===== config.mk =====
export PLATFORM = sky130hd
export DESIGN_NAME = sccb_reg_access
export DESIGN_NICKNAME = d
export VERILOG_FILES = /design/src/rtl/sccb_reg_access.sv
export SDC_FILE = /design/constraint.sdc
export NUM_CORES = 1
export LEC_CHECK = 0
export CAP_MARGIN = 20
export CORE_ASPECT_RATIO = 0.75
export CORE_MARGIN = 2
export CORE_UTILIZATION = 58
export CTS_CLUSTER_SIZE = 28
export DETAILED_ROUTE_END_ITERATION = 12
export DONT_BUFFER_PORTS = 1
export PLACE_DENSITY_LB_ADDON = 0.2
export SETUP_SLACK_MARGIN = 0.05
export SYNTH_ARGS = -nofsm -noshare
export SYNTH_HDL_FRONTEND = slang
export SYNTH_SLANG_ARGS = --single-unit

===== constraint.sdc =====
create_clock -name clk -period 3.1 [get_ports clk]
set_clock_uncertainty 0.15 [all_clocks]
set_input_delay 0.155 -clock clk [delete_from_list [all_inputs] [get_ports clk]]
set_output_delay 0.155 -clock clk [all_outputs]
set_load 0.05 [all_outputs]

===== src/rtl/sccb_reg_access.sv =====
// Register-access front end for an SCCB camera: converts one read/write request
// into the i2c master's command/data AXI-stream sequence and reports completion.
module sccb_reg_access #(
  parameter logic [6:0]  DEV_ADDR       = 7'h21,
  parameter int unsigned TIMEOUT_CYCLES = 1000000
) (
  input  logic       clk,
  input  logic       reset_,
  input  logic [7:0] req_addr,
  input  logic [7:0] req_data,
  input  logic       req_read,
  input  logic       req_valid,
  output logic       req_ready,
  output logic [7:0] rsp_data,
  output logic       rsp_error,
  output logic       rsp_valid,
  output logic       busy,
  output logic [6:0] s_axis_cmd_address,
  output logic       s_axis_cmd_start,
  output logic       s_axis_cmd_read,
  output logic       s_axis_cmd_write,
  output logic       s_axis_cmd_write_multiple,
  output logic       s_axis_cmd_stop,
  output logic       s_axis_cmd_valid,
  input  logic       s_axis_cmd_ready,
  output logic [7:0] s_axis_data_tdata,
  output logic       s_axis_data_tvalid,
  input  logic       s_axis_data_tready,
  output logic       s_axis_data_tlast,
  input  logic [7:0] m_axis_data_tdata,
  input  logic       m_axis_data_tvalid,
  output logic       m_axis_data_tready,
  input  logic       m_axis_data_tlast,
  input  logic       missed_ack
);

  localparam int unsigned      CNT_W    = (TIMEOUT_CYCLES > 1) ? $clog2(TIMEOUT_CYCLES) : 1;
  localparam logic [CNT_W-1:0] CNT_LAST = CNT_W'(TIMEOUT_CYCLES - 1);

  typedef enum logic [3:0] {
    S_IDLE, S_W_CMD, S_W_ADDR, S_W_DATA,
    S_R_WCMD, S_R_ADDR, S_R_RCMD, S_R_DATA, S_DONE
  } state_e;

  // Everything presented to the i2c master, registered as one bundle.
  typedef struct packed {
    logic       start;
    logic       read;
    logic       write;
    logic       wmult;
    logic       stop;
    logic       cmd_valid;
    logic [7:0] tdata;
    logic       tvalid;
    logic       tlast;
    logic       rd_ready;
  } drive_t;

  function automatic drive_t drive_for(state_e s, logic [7:0] addr, logic [7:0] data);
    drive_t d;
    d = '0;
    case (s)
      S_W_CMD, S_R_WCMD: begin
        d.start = 1'b1; d.wmult = 1'b1; d.stop = 1'b1; d.cmd_valid = 1'b1;
      end
      S_R_RCMD: begin
        d.start = 1'b1; d.read = 1'b1; d.stop = 1'b1; d.cmd_valid = 1'b1;
      end
      S_W_ADDR: begin d.tdata = addr; d.tvalid = 1'b1; end
      S_R_ADDR: begin d.tdata = addr; d.tvalid = 1'b1; d.tlast = 1'b1; end
      S_W_DATA: begin d.tdata = data; d.tvalid = 1'b1; d.tlast = 1'b1; end
      S_R_DATA: d.rd_ready = 1'b1;
      default: ;
    endcase
    return d;
  endfunction

  state_e           state_q, state_d, wait_next;
  logic [CNT_W-1:0] cnt_q, cnt_d;
  logic             err_q, err_d;
  logic [7:0]       addr_q, addr_d, data_q, data_d, rd_q, rd_d;
  logic             read_q, read_d;
  drive_t           drv_q, drv_d;
  logic             rsp_valid_q, rsp_valid_d, rsp_error_q, rsp_error_d;
  logic [7:0]       rsp_data_q, rsp_data_d;
  logic             waiting, hs;
  logic             unused_tlast;

  assign unused_tlast = m_axis_data_tlast;

  // NOTE: every always_comb output gets a default first so no latch is inferred.
  always_comb begin
    state_d   = state_q;
    wait_next = S_IDLE;
    cnt_d     = '0;
    err_d     = err_q;
    addr_d    = addr_q;
    data_d    = data_q;
    read_d    = read_q;
    rd_d      = rd_q;
    waiting   = 1'b0;
    hs        = 1'b0;

    case (state_q)
      S_IDLE: if (req_valid) begin
        addr_d  = req_addr;
        data_d  = req_data;
        read_d  = req_read;
        err_d   = 1'b0;
        state_d = req_read ? S_R_WCMD : S_W_CMD;
      end
      S_W_CMD:  begin waiting = 1'b1; hs = s_axis_cmd_ready;   wait_next = S_W_ADDR; end
      S_W_ADDR: begin waiting = 1'b1; hs = s_axis_data_tready; wait_next = S_W_DATA; end
      S_W_DATA: begin waiting = 1'b1; hs = s_axis_data_tready; wait_next = S_DONE;   end
      S_R_WCMD: begin waiting = 1'b1; hs = s_axis_cmd_ready;   wait_next = S_R_ADDR; end
      S_R_ADDR: begin waiting = 1'b1; hs = s_axis_data_tready; wait_next = S_R_RCMD; end
      S_R_RCMD: begin waiting = 1'b1; hs = s_axis_cmd_ready;   wait_next = S_R_DATA; end
      S_R_DATA: begin waiting = 1'b1; hs = m_axis_data_tvalid; wait_next = S_DONE;   end
      S_DONE:   state_d = S_IDLE;
      default:  state_d = S_IDLE;
    endcase

    // A handshake in the expiry cycle wins over the timeout.
    if (waiting) begin
      if (hs) begin
        state_d = wait_next;
      end else if (cnt_q == CNT_LAST) begin
        state_d = S_DONE;
        err_d   = 1'b1;
      end else begin
        cnt_d = cnt_q + 1'b1;
      end
    end

    if (state_q != S_IDLE && missed_ack) err_d = 1'b1;
    if (state_q == S_R_DATA && m_axis_data_tvalid) rd_d = m_axis_data_tdata;

    drv_d       = drive_for(state_d, addr_d, data_d);
    rsp_valid_d = (state_d == S_DONE);
    rsp_error_d = rsp_valid_d & err_d;
    rsp_data_d  = rsp_valid_d ? ((read_q && !err_d) ? rd_d : 8'h00) : rsp_data_q;
  end

  // NOTE: sequential state uses non-blocking assignments only.
  always_ff @(posedge clk or negedge reset_) begin
    if (!reset_) begin
      state_q     <= S_IDLE;
      cnt_q       <= '0;
      err_q       <= 1'b0;
      addr_q      <= '0;
      data_q      <= '0;
      read_q      <= 1'b0;
      rd_q        <= '0;
      drv_q       <= '0;
      rsp_valid_q <= 1'b0;
      rsp_error_q <= 1'b0;
      rsp_data_q  <= '0;
    end else begin
      state_q     <= state_d;
      cnt_q       <= cnt_d;
      err_q       <= err_d;
      addr_q      <= addr_d;
      data_q      <= data_d;
      read_q      <= read_d;
      rd_q        <= rd_d;
      drv_q       <= drv_d;
      rsp_valid_q <= rsp_valid_d;
      rsp_error_q <= rsp_error_d;
      rsp_data_q  <= rsp_data_d;
    end
  end

  assign req_ready                 = (state_q == S_IDLE);
  assign busy                      = (state_q != S_IDLE);
  assign rsp_valid                 = rsp_valid_q;
  assign rsp_error                 = rsp_error_q;
  assign rsp_data                  = rsp_data_q;
  assign s_axis_cmd_address        = DEV_ADDR;
  assign s_axis_cmd_start          = drv_q.start;
  assign s_axis_cmd_read           = drv_q.read;
  assign s_axis_cmd_write          = drv_q.write;
  assign s_axis_cmd_write_multiple = drv_q.wmult;
  assign s_axis_cmd_stop           = drv_q.stop;
  assign s_axis_cmd_valid          = drv_q.cmd_valid;
  assign s_axis_data_tdata         = drv_q.tdata;
  assign s_axis_data_tvalid        = drv_q.tvalid;
  assign s_axis_data_tlast         = drv_q.tlast;
  assign m_axis_data_tready        = drv_q.rd_ready;

endmodule

==> flow_metrics.env <==
export IMPL_vias_per_cell=5.670
export IMPL_cp_start_kind="flip-flop"
export IMPL_synthTopCellsByArea="dfrtp_1 52%, mux2i_1 4.5%, nand2_1 4.2%"
export IMPL_final_common_cell="dfrtp_1"
export IMPL_cts_tree="yes"
export IMPL_setup_viol=0
export IMPL_slew_headroom_pct=58.65
export IMPL_rsz0062_at_grt="false"
export IMPL_fmax_mhz=365.7
export IMPL_yosys_most_used_dff="dfrtp_1"
export IMPL_cp_num_buf_inv=2
export IMPL_cp_cell_sequence="or4_4, inv_2, and2_1, buf_4, a21oi_2, nand4b_2, o22ai_1"
export IMPL_syn_mean_instance_area_sq_um=10.76
export IMPL_n_antenna_cell=0
export IMPL_avgRoutedWirePerCell_um=16.54
export IMPL_cts_root_buf="clkbuf_8"
export IMPL_status="finished, final reports clean"
export IMPL_dp_hpwl_mm=4.481
export IMPL_coreArea_sq_um=5886
export IMPL_antenna_found_initial=0
export IMPL_htreeDepth=3
export IMPL_cts_buffer_depth=2
export IMPL_drc=0
export IMPL_drtIter0Drc=120
export IMPL_yosys_area_top_type="dfrtp_1"
export IMPL_clkTransAtPathRegs_ps=70
export IMPL_crit_type="reg2reg"
export IMPL_wl_mm=7.263
export IMPL_start_util_pct=60.69
export IMPL_synth_xor_xnor_area_share_pct=4.658
export IMPL_syn_inst=332
export IMPL_grt_util_all_layers_pct=22.74
export IMPL_fp_dieW_um=94.62
export IMPL_ios=69
export IMPL_final_cell_mix="74 x dfrtp_1, 40 x nand2_1, 34 x nor2_1"
export IMPL_worst_hold_slack_ps=40.33
export IMPL_synthMuxAreaShare_pct=7.636
export IMPL_synth_edff_count=0
export IMPL_p_per_area_nw_per_um2=1008
export IMPL_dieArea_sq_um=6809
export IMPL_rows=24
export IMPL_grt_pass1_wl_mm=11.75
export IMPL_vias=2489
export IMPL_synth_top_family_by_area="simple AND/OR/NAND/NOR gates"
export IMPL_synth_top_area_share_pct=51.84
export IMPL_ys_seq_elements=74
export IMPL_place_congestion=0.8063
export IMPL_ir_drop_uv=694.9
export IMPL_critPathMaxFanout=18
export IMPL_synth_warnings=0
export IMPL_dr_pass1_iters=4
export IMPL_synth_simple_gate_area_share_pct=19.72
export IMPL_cts_sinks=74
export IMPL_drive_gt1_share_pct=13.02
export IMPL_tns_ps=0
export IMPL_cp_slowest_cell="dfrtp_1"
export IMPL_dpl_cell_area_sq_um=3562
export IMPL_fillers=454
export IMPL_dp_cells=397
export IMPL_clk_latency_ps=350
export IMPL_layout_cells_non_filler=439
export IMPL_post_cts_resized=0
export IMPL_area_growth_pct=14.78
export IMPL_nNetsFinal=391
export IMPL_antenna_left=0
export IMPL_overflow=0
export IMPL_synth_compound_area_share_pct=8.897
export IMPL_drv_slew=0
export IMPL_min_path_type="in2reg"
export IMPL_hold_viol_final=0
export IMPL_required_ps=3210
export IMPL_yosysSeqAreaShare_pct=51.84
export IMPL_tightestPinTransition_ps=620.3
export IMPL_min_period_over_period_pct=88.22
export IMPL_grt_max_degree=75
export IMPL_netlist_area_sq_um=3572
export IMPL_port_buffers=0
export IMPL_max_cap_violations=0
export IMPL_async_reset_ff_share_pct=100.0
export IMPL_endpoint_kind="flip-flop"
export IMPL_cts_buffers=9
export IMPL_p_leak_nw=1.969
export IMPL_synth_cell_type_count=55
export IMPL_period_needed_ps=2735
export IMPL_synthAdderAreaFrac_pct=0.3503
export IMPL_crit_family="simple AND/OR/NAND/NOR gates"
export IMPL_fp_dieH_um=71.97
export IMPL_stdcell_area_sq_um=4100
export IMPL_first_global_vias=2359
export IMPL_cp_slowest_stage_delay_ps=590
export IMPL_arrival_ps=2850
-- tightest hold or removal path, stage by stage --
cell and delay [ps]:
a32o_1 130, mux2i_1 80, o22ai_1 110
-- routing by layer --
| layer | global-route usage (%) | up-vias | wire [um] |
|---|---|---|---|
| li1 | - | 1173 | - |
| met3 | 6.854 | 7 | 568 |
| met1 | 33.33 | 1220 | 3434 |
| met5 | 0 | - | 0 |
| met2 | 32.70 | 89 | 3208 |
| met4 | 7.568 | 0 | 51 |
-- registers in the layout, summed over array words and instances, names as in the netlist --
| register | count |
|---|---|
| s_axis_data_tdata | 8 |
| s_axis_cmd_write_multiple | 1 |
| s_axis_cmd_read | 1 |
| err_q | 1 |
| addr_q | 8 |
| s_axis_data_tvalid | 1 |
| rsp_error | 1 |
| cnt_q | 20 |
| s_axis_data_tlast | 1 |
| read_q | 1 |
| data_q | 8 |
| rsp_data | 8 |
| s_axis_cmd_valid | 1 |
| rd_q | 8 |
| state_q | 4 |
| rsp_valid | 1 |
| m_axis_data_tready | 1 |
-- power breakdown --
part / internal, mW / switching [mW] / total, mW
combinational: 0.566 / 0.932 / 1.50
sequential: 1.25 / 0.452 / 1.70
clock: 0.576 / 0.356 / 0.932
total: 2.39 / 1.74 / 4.13
-- final timing paths --
path / cells after the start / startpoint / slack (ps) / to
max: 7 / state_q[3] / 370 / s_axis_data_tdata[7]
min: 3 / req_data[0] / 40 / s_axis_data_tdata[0]
max reg2reg: 7 / state_q[3] / 370 / s_axis_data_tdata[7]
min reg2reg: 1 / cnt_q[0] / 310 / cnt_q[0]
max in group asynchronous: 2 / reset_ / 2300 / s_axis_data_tdata[0]
min in group asynchronous: 2 / reset_ / 210 / rd_q[0]
-- stage by stage --
stage / util, % / power, mW / setup slack [ps]
after CTS: 69.66 / 4.144 / 386.3
after global routing: 69.66 / 4.388 / 180.0
after floorplan: - / 2.949 / 489.7
final: 69.66 / 4.133 / 365.2
after detailed placement: 60.52 / 3.151 / 404.4
after global placement: 60.52 / 3.112 / 454.4
-- area by class of cell --
class	instances	area (sq um)	share of cell area (%)
multi-input combinational	223	1504	36.68
sequential	74	1852	45.16
tap	78	97.59	2.380
inverter	15	56.30	1.373
clock inverter	4	98.84	2.411
clock buffer	11	151.4	3.692
timing repair buffer	34	340.3	8.300
-- cells in the mapped netlist, types with 2 or more instances --
library cell,count
nand2b_1,2
nor2_1,34
xor2_1,12
xnor2_1,7
a41o_1,8
nand3_1,12
a21oi_2,2
clkbuf_1,4
nand4b_1,2
buf_4,11
and3_1,3
dfrtp_1,74
nand2_1,40
inv_1,14
nor3_1,3
mux2i_1,16
mux2_2,9
conb_1,2
nor2_2,2
nand3b_1,2
a32o_1,7
and4_1,4
buf_2,5
and2_1,11
nand4_1,5
a21oi_1,2
o22ai_1,7
buf_6,5
-- cell families (layout without fill, tap and decap cells) --
kind of cell / Yosys count / count (layout)
fa+ha+maj: 1 / 1
other cells: 2 / 8
compound gates: 37 / 37
flops: 74 / 74
mux: 26 / 26
xor+xnor: 19 / 19
buf+inv: 41 / 64
simple gates: 132 / 132
-- what timing repair did --
item                                   in CTS  in global routing
setup buffers                               0                  0
endpoints found under the hold margin     117                  0
hold buffers                               27                  0
No activity file was read; power rests on OpenSTA's default activity.
